File: src/rtl/imem_pkg.sv
// Shared sizes and FSM state type for the instruction-memory loader.
package imem_pkg;
  localparam int IMEM_N     = 32;
  localparam int IMEM_DEPTH = 128;
  localparam int AW         = 7;

  typedef enum logic [1:0] {
    S_IDLE,
    S_CLEAR,
    S_LOAD,
    S_DONE
  } state_e;
endpackage

File: src/rtl/iram.sv
// DEPTH x N word store: one synchronous write port, one combinational read port.
// A same-address read during a write returns the old word.
module iram
  import imem_pkg::*;
#(
  parameter int N     = IMEM_N,
  parameter int DEPTH = IMEM_DEPTH
) (
  input  logic          clk_i,
  input  logic          we_i,
  input  logic [AW-1:0] waddr_i,
  input  logic [N-1:0]  wdata_i,
  input  logic [AW-1:0] raddr_i,
  output logic [N-1:0]  rdata_o
);

  logic [N-1:0] mem_q [DEPTH];

  always_ff @(posedge clk_i) begin
    if (we_i) begin
      mem_q[waddr_i] <= wdata_i;
    end
  end

  assign rdata_o = mem_q[raddr_i];

endmodule

File: src/rtl/imem_loader.sv
// Loads a little-endian byte stream into instruction RAM after clearing it; the CPU is held in reset until done.
// in_ready is high only while loading; q is a zero-latency read of the RAM.
module imem_loader
  import imem_pkg::*;
#(
  parameter int N     = IMEM_N,
  parameter int DEPTH = IMEM_DEPTH
) (
  input  logic          clk,
  input  logic          reset,
  input  logic          start,
  input  logic [7:0]    word_count,
  input  logic          in_valid,
  input  logic [7:0]    in_data,
  output logic          in_ready,
  input  logic [AW-1:0] addr,
  output logic [N-1:0]  q,
  output logic          cpu_hold,
  output logic          busy,
  output logic          done,
  output logic          err
);

  localparam int              LANES     = N / 8;
  localparam int              BCW       = (LANES > 1) ? $clog2(LANES) : 1;
  localparam logic [7:0]      MAX_COUNT = 8'(DEPTH);
  localparam logic [AW-1:0]   LAST_ADDR = AW'(DEPTH - 1);
  localparam logic [BCW-1:0]  LAST_LANE = BCW'(LANES - 1);

  state_e         state_q, state_d;
  logic [7:0]     count_q, count_d;
  logic [AW-1:0]  wr_ptr_q, wr_ptr_d;
  logic [AW-1:0]  clr_ptr_q, clr_ptr_d;
  logic [BCW-1:0] byte_cnt_q, byte_cnt_d;
  logic [N-1:0]   word_q, word_d;
  logic           err_q, err_d;

  logic           mem_we;
  logic [AW-1:0]  mem_waddr;
  logic [N-1:0]   mem_wdata;
  logic [N-1:0]   merged;
  logic           count_ok;
  logic           last_word;

  always_comb begin
    state_d    = state_q;
    count_d    = count_q;
    wr_ptr_d   = wr_ptr_q;
    clr_ptr_d  = clr_ptr_q;
    byte_cnt_d = byte_cnt_q;
    word_d     = word_q;
    err_d      = 1'b0;
    mem_we     = 1'b0;
    mem_waddr  = clr_ptr_q;
    mem_wdata  = '0;

    count_ok  = (word_count != 8'd0) && (word_count <= MAX_COUNT);
    last_word = ({1'b0, wr_ptr_q} == (count_q - 8'd1));

    // Current partial word with the incoming byte dropped into its lane.
    merged = word_q;
    for (int i = 0; i < LANES; i++) begin
      if (byte_cnt_q == BCW'(i)) begin
        merged[i*8 +: 8] = in_data;
      end
    end

    case (state_q)
      S_IDLE, S_DONE: begin
        if (start) begin
          if (count_ok) begin
            count_d    = word_count;
            wr_ptr_d   = '0;
            clr_ptr_d  = '0;
            byte_cnt_d = '0;
            word_d     = '0;
            state_d    = S_CLEAR;
          end else begin
            err_d = 1'b1;
          end
        end
      end
      S_CLEAR: begin
        mem_we    = 1'b1;
        mem_waddr = clr_ptr_q;
        mem_wdata = '0;
        if (clr_ptr_q == LAST_ADDR) begin
          state_d = S_LOAD;
        end else begin
          clr_ptr_d = clr_ptr_q + 1'b1;
        end
      end
      S_LOAD: begin
        if (in_valid) begin
          if (byte_cnt_q == LAST_LANE) begin
            mem_we     = 1'b1;
            mem_waddr  = wr_ptr_q;
            mem_wdata  = merged;
            word_d     = '0;
            byte_cnt_d = '0;
            // wr_ptr holds on the final word so it never runs past the count.
            if (last_word) begin
              state_d = S_DONE;
            end else begin
              wr_ptr_d = wr_ptr_q + 1'b1;
            end
          end else begin
            word_d     = merged;
            byte_cnt_d = byte_cnt_q + 1'b1;
          end
        end
      end
      default: state_d = S_IDLE;
    endcase
  end

  always_ff @(posedge clk) begin
    if (reset) begin
      state_q    <= S_IDLE;
      count_q    <= '0;
      wr_ptr_q   <= '0;
      clr_ptr_q  <= '0;
      byte_cnt_q <= '0;
      word_q     <= '0;
      err_q      <= 1'b0;
    end else begin
      state_q    <= state_d;
      count_q    <= count_d;
      wr_ptr_q   <= wr_ptr_d;
      clr_ptr_q  <= clr_ptr_d;
      byte_cnt_q <= byte_cnt_d;
      word_q     <= word_d;
      err_q      <= err_d;
    end
  end

  assign in_ready = (state_q == S_LOAD);
  assign busy     = (state_q == S_CLEAR) || (state_q == S_LOAD);
  assign done     = (state_q == S_DONE);
  assign cpu_hold = (state_q != S_DONE);
  assign err      = err_q;

  iram #(
    .N     (N),
    .DEPTH (DEPTH)
  ) u_iram (
    .clk_i   (clk),
    .we_i    (mem_we),
    .waddr_i (mem_waddr),
    .wdata_i (mem_wdata),
    .raddr_i (addr),
    .rdata_o (q)
  );

endmodule

File: config.mk
export PLATFORM = sky130hd
export DESIGN_NAME = imem_loader
export DESIGN_NICKNAME = d
export VERILOG_FILES = /design/src/rtl/imem_pkg.sv /design/src/rtl/iram.sv /design/src/rtl/imem_loader.sv
export SDC_FILE = /design/constraint.sdc
export NUM_CORES = 2
export LEC_CHECK = 0
export BUFFER_PORTS_ARGS = -buffer_cell sky130_fd_sc_hd__buf_2
export CORE_ASPECT_RATIO = 0.8
export CORE_MARGIN = 1.5
export CORE_UTILIZATION = 55
export DETAILED_ROUTE_END_ITERATION = 6
export PLACE_DENSITY_LB_ADDON = 0.2
export REMOVE_ABC_BUFFERS = 1
export SETUP_SLACK_MARGIN = 0.15
export SLEW_MARGIN = 20
export SYNTH_ARGS = -nofsm -noshare
export SYNTH_HDL_FRONTEND = slang
export SYNTH_SLANG_ARGS = --single-unit
File: constraint.sdc
create_clock -name clk -period 7.77 [get_ports clk]
set_input_delay 1.1655 -clock clk [delete_from_list [all_inputs] [get_ports clk]]
set_output_delay 1.1655 -clock clk [all_outputs]
set_load 0.01 [all_outputs]
==> impl_metrics.py <==
metrics = {
    "status": {
        "status": "finished, final reports clean",
    },
    "synth": {
        "synth_area_leaders": "edfxtp_1 77%, mux4_2 16%, mux2i_1 2.4%",
        "synth_top_cells_by_count": "4096 x edfxtp_1, 1120 x mux4_2, 387 x mux2i_1",
        "ys.flop_type": "edfxtp_1",
        "synth-edff-count": 4096,
        "post-synth-top-area-cell": "edfxtp_1",
        "yosys.area_share.adder": 0.000866,
        "synth-seq-cells": 4147,
        "ys_seq_area_frac": 0.780,
        "syn_avg_cell_area_um2": 23.6,
        "yosysTopAreaCellShare": 0.774,
        "yosysMostFrequentCell": "edfxtp_1",
        "syn_area_um2": 159000,
        "ys.warnings.count": 0,
        "synth_top_family_by_area": "multiplexers",
        "synth_simple_gate_area_share": 0.0113,
        "synth_compound_area_frac": 0.0139,
        "muxShareOfSynthArea": 0.183,
        "netlist_instances": 6743,
        "synth_async_sr_flop_share": 0,
        "synth_cell_types": 66,
        "synth-xor-area-share": 0.000386,
    },
    "worst_setup_path": {
        "worst_setup_path_start_kind": "input port",
        "crit_slowest_cell": "mux2i_1",
        "cp.arrival_ps": 5780,
        "cp_max_fo": 74,
        "worstPathRequired_ps": 6600,
        "cp-end-kind": "primary output",
        "cpPeakStageDelay_ps": 780,
        "path_cells": "buf_12, buf_12, buf_12, mux4_2, mux4_2, mux2i_1, o211ai_1, buf_2",
        "critPathKind": "in2out",
        "crit_top_cell": "buf_12",
    },
    "cts": {
        "clk_pin_slew_ps": 60,
        "cts_setup_buffers": 0,
        "cts.sinks": 4147,
        "clk_path_buf_depth": 4,
        "cts_tree": "built",
        "cts_made_buffers": 397,
        "clk_latency_ps": 890,
        "cts_resized": 0,
        "cts_hold_buf": 0,
        "cts-root-buf": "clkbuf_16",
        "cts.htree.levels": 5,
    },
    "sta": {
        "holdWs_ps": 463,
        "tns_ps": 0,
        "fmax_mhz": 144,
        "skew_ps": 51.2,
        "maxSlewHeadroom": 0.142,
        "finalSetupViolations": 0,
        "tightest_slew_ps": 1280,
        "hold_viol_final": 0,
        "rsz0062_at_grt": "false",
        "period_needed_ps": 6950,
        "finalMaxSlewViolations": 0,
        "post-route-period-util": 0.894,
    },
    "drt": {
        "dr.pass1.iters": 6,
        "wirelength_um": 414000,
        "routedWlPerCell_um": 36.4,
        "first_iter_violations": 11673,
        "drc_errors": 0,
        "vias_per_cell": 6.78,
        "vias": 76980,
        "ant_nets": 0,
    },
    "grt": {
        "antenna_found_initial": 22,
        "grt_pass1_wl_um": 581000,
        "gr-total-overflow": 0,
        "grt_max_degree": 97,
        "grtUsageTotal": 0.284,
        "grt_pass1_vias": 75011,
    },
    "final_layout": {
        "nets": 7250,
        "area_growth_pct": 13.0,
        "final_area_um2": 180000,
        "drive_gt1_frac": 0.307,
    },
    "pwr": {
        "power.share.clock": 0.421,
        "power_density_nw_per_um2": 247,
        "irDropWorstVdd_v": 0.000319,
        "p_comb_frac": 0.033,
        "p_sw_mw": 9.11,
        "switching_share": 0.205,
        "power.total_mw": 44.4,
        "pwr-share-seq": 0.546,
        "cellLeakagePower_nw": 64.8,
        "intPower_mw": 35.3,
    },
    "floorplanning": {
        "ios": 64,
        "core_um2": 287000,
        "die_y_um": 484,
        "die-area_um2": 292000,
        "die_w_um": 604,
        "initial_utilization": 0.553,
        "core.rowCount": 176,
    },
    "placed_design": {
        "place.gp.congestion": 0.819,
        "io_buffers": 63,
        "hpwl_um": 242000,
        "dpl_cell_area_um2": 167000,
    },
    "min_path": {
        "hold_class": "reg2reg",
    },
    "flow_run": {
        "drv_cap": 0,
    },
}
==> worst paths after layout <==
path	depth (start not counted)	slack, ps	from	end
worst max-delay path	8	820	addr[0]	q[12]
worst min-delay path	1	460	word_q[8]	word_q[8]
worst max register to register	7	2210	state_q[0]	u_iram.mem_q[37][11]
worst min register to register	1	460	word_q[8]	word_q[8]
==> cell type report <==
type,instances,area (µm²)
clock buffer,488,10400
fill,19006,108000
tap,3827,4790
multi-input combinational,2213,34600
clock inverter,226,1990
antenna,5,12.5
sequential,4147,124000
inverter,13,48.8
timing repair buffer,440,3790
==> metrics by stage <==
stage	utilization	worst slack, ps	instances
CTS	0.625	874	11348
floorplan	-	1730	6373
finish	0.625	822	11359
global placement	0.581	803	10624
global route	0.625	727	11354
detailed placement	0.582	871	10634
==> critical path: cells and delay by family <==
| family | cells | cell delay [ps] |
|---|---|---|
| AO/OA/AOI/OAI | 1 | 670 |
| buffers and inverters | 4 | 1560 |
| multiplexers | 3 | 1890 |
==> power by group through the flow <==
stage,Sequential (mW),Combinational [mW],Clock [mW]
after CTS,24.3,1.45,18.9
after detailed placement,24.7,1.45,0
after global placement,24.7,1.43,0
after global routing,24.2,1.51,19.7
final,24.3,1.45,18.7
after floorplan,24.7,0.667,0
==> state kept, by name (all words and copies together) (netlist names) <==
| signal | flops |
|---|---|
| u_iram.mem_q | 4096 |
| word_q | 24 |
| count_q | 8 |
| clr_ptr_q | 7 |
| wr_ptr_q | 7 |
| byte_cnt_q | 2 |
| state_q | 2 |
| err | 1 |
==> cells in the final DEF (no fill, tap or decap), types with 51 or more instances in the layout <==
cell type / instances
mux4_2: 1120
nor2_4: 153
edfxtp_1: 4096
o22ai_1: 128
buf_4: 332
buf_2: 58
clkinv_1: 88
dfxtp_1: 51
clkbuf_1: 85
clkbuf_16: 400
o211ai_1: 67
nand2_1: 51
clkinv_2: 69
mux2i_1: 387
==> cell families after synthesis <==
| logic type | count (synthesis) |
|---|---|
| AOI/OAI and AO/OA | 313 |
| buffers and inverters | 383 |
| muxes | 1509 |
| DFF | 4147 |
| adders and majority gates | 11 |
| xor gates and xnor gates | 7 |
| and+or+nand+nor | 373 |
==> metal layers <==
metal / routed length [µm] / vias up / GRT usage / share of wire
li1: - / 29998 / - / -
met3: 48100 / 531 / 0.0633 / 0.12
met1: 169000 / 41819 / 0.447 / 0.41
met2: 186000 / 4628 / 0.411 / 0.45
met4: 9810 / 4 / 0.0663 / 0.024
met5: 22 / - / 0 / 0.000053
Power figures use the tool's default switching activity.
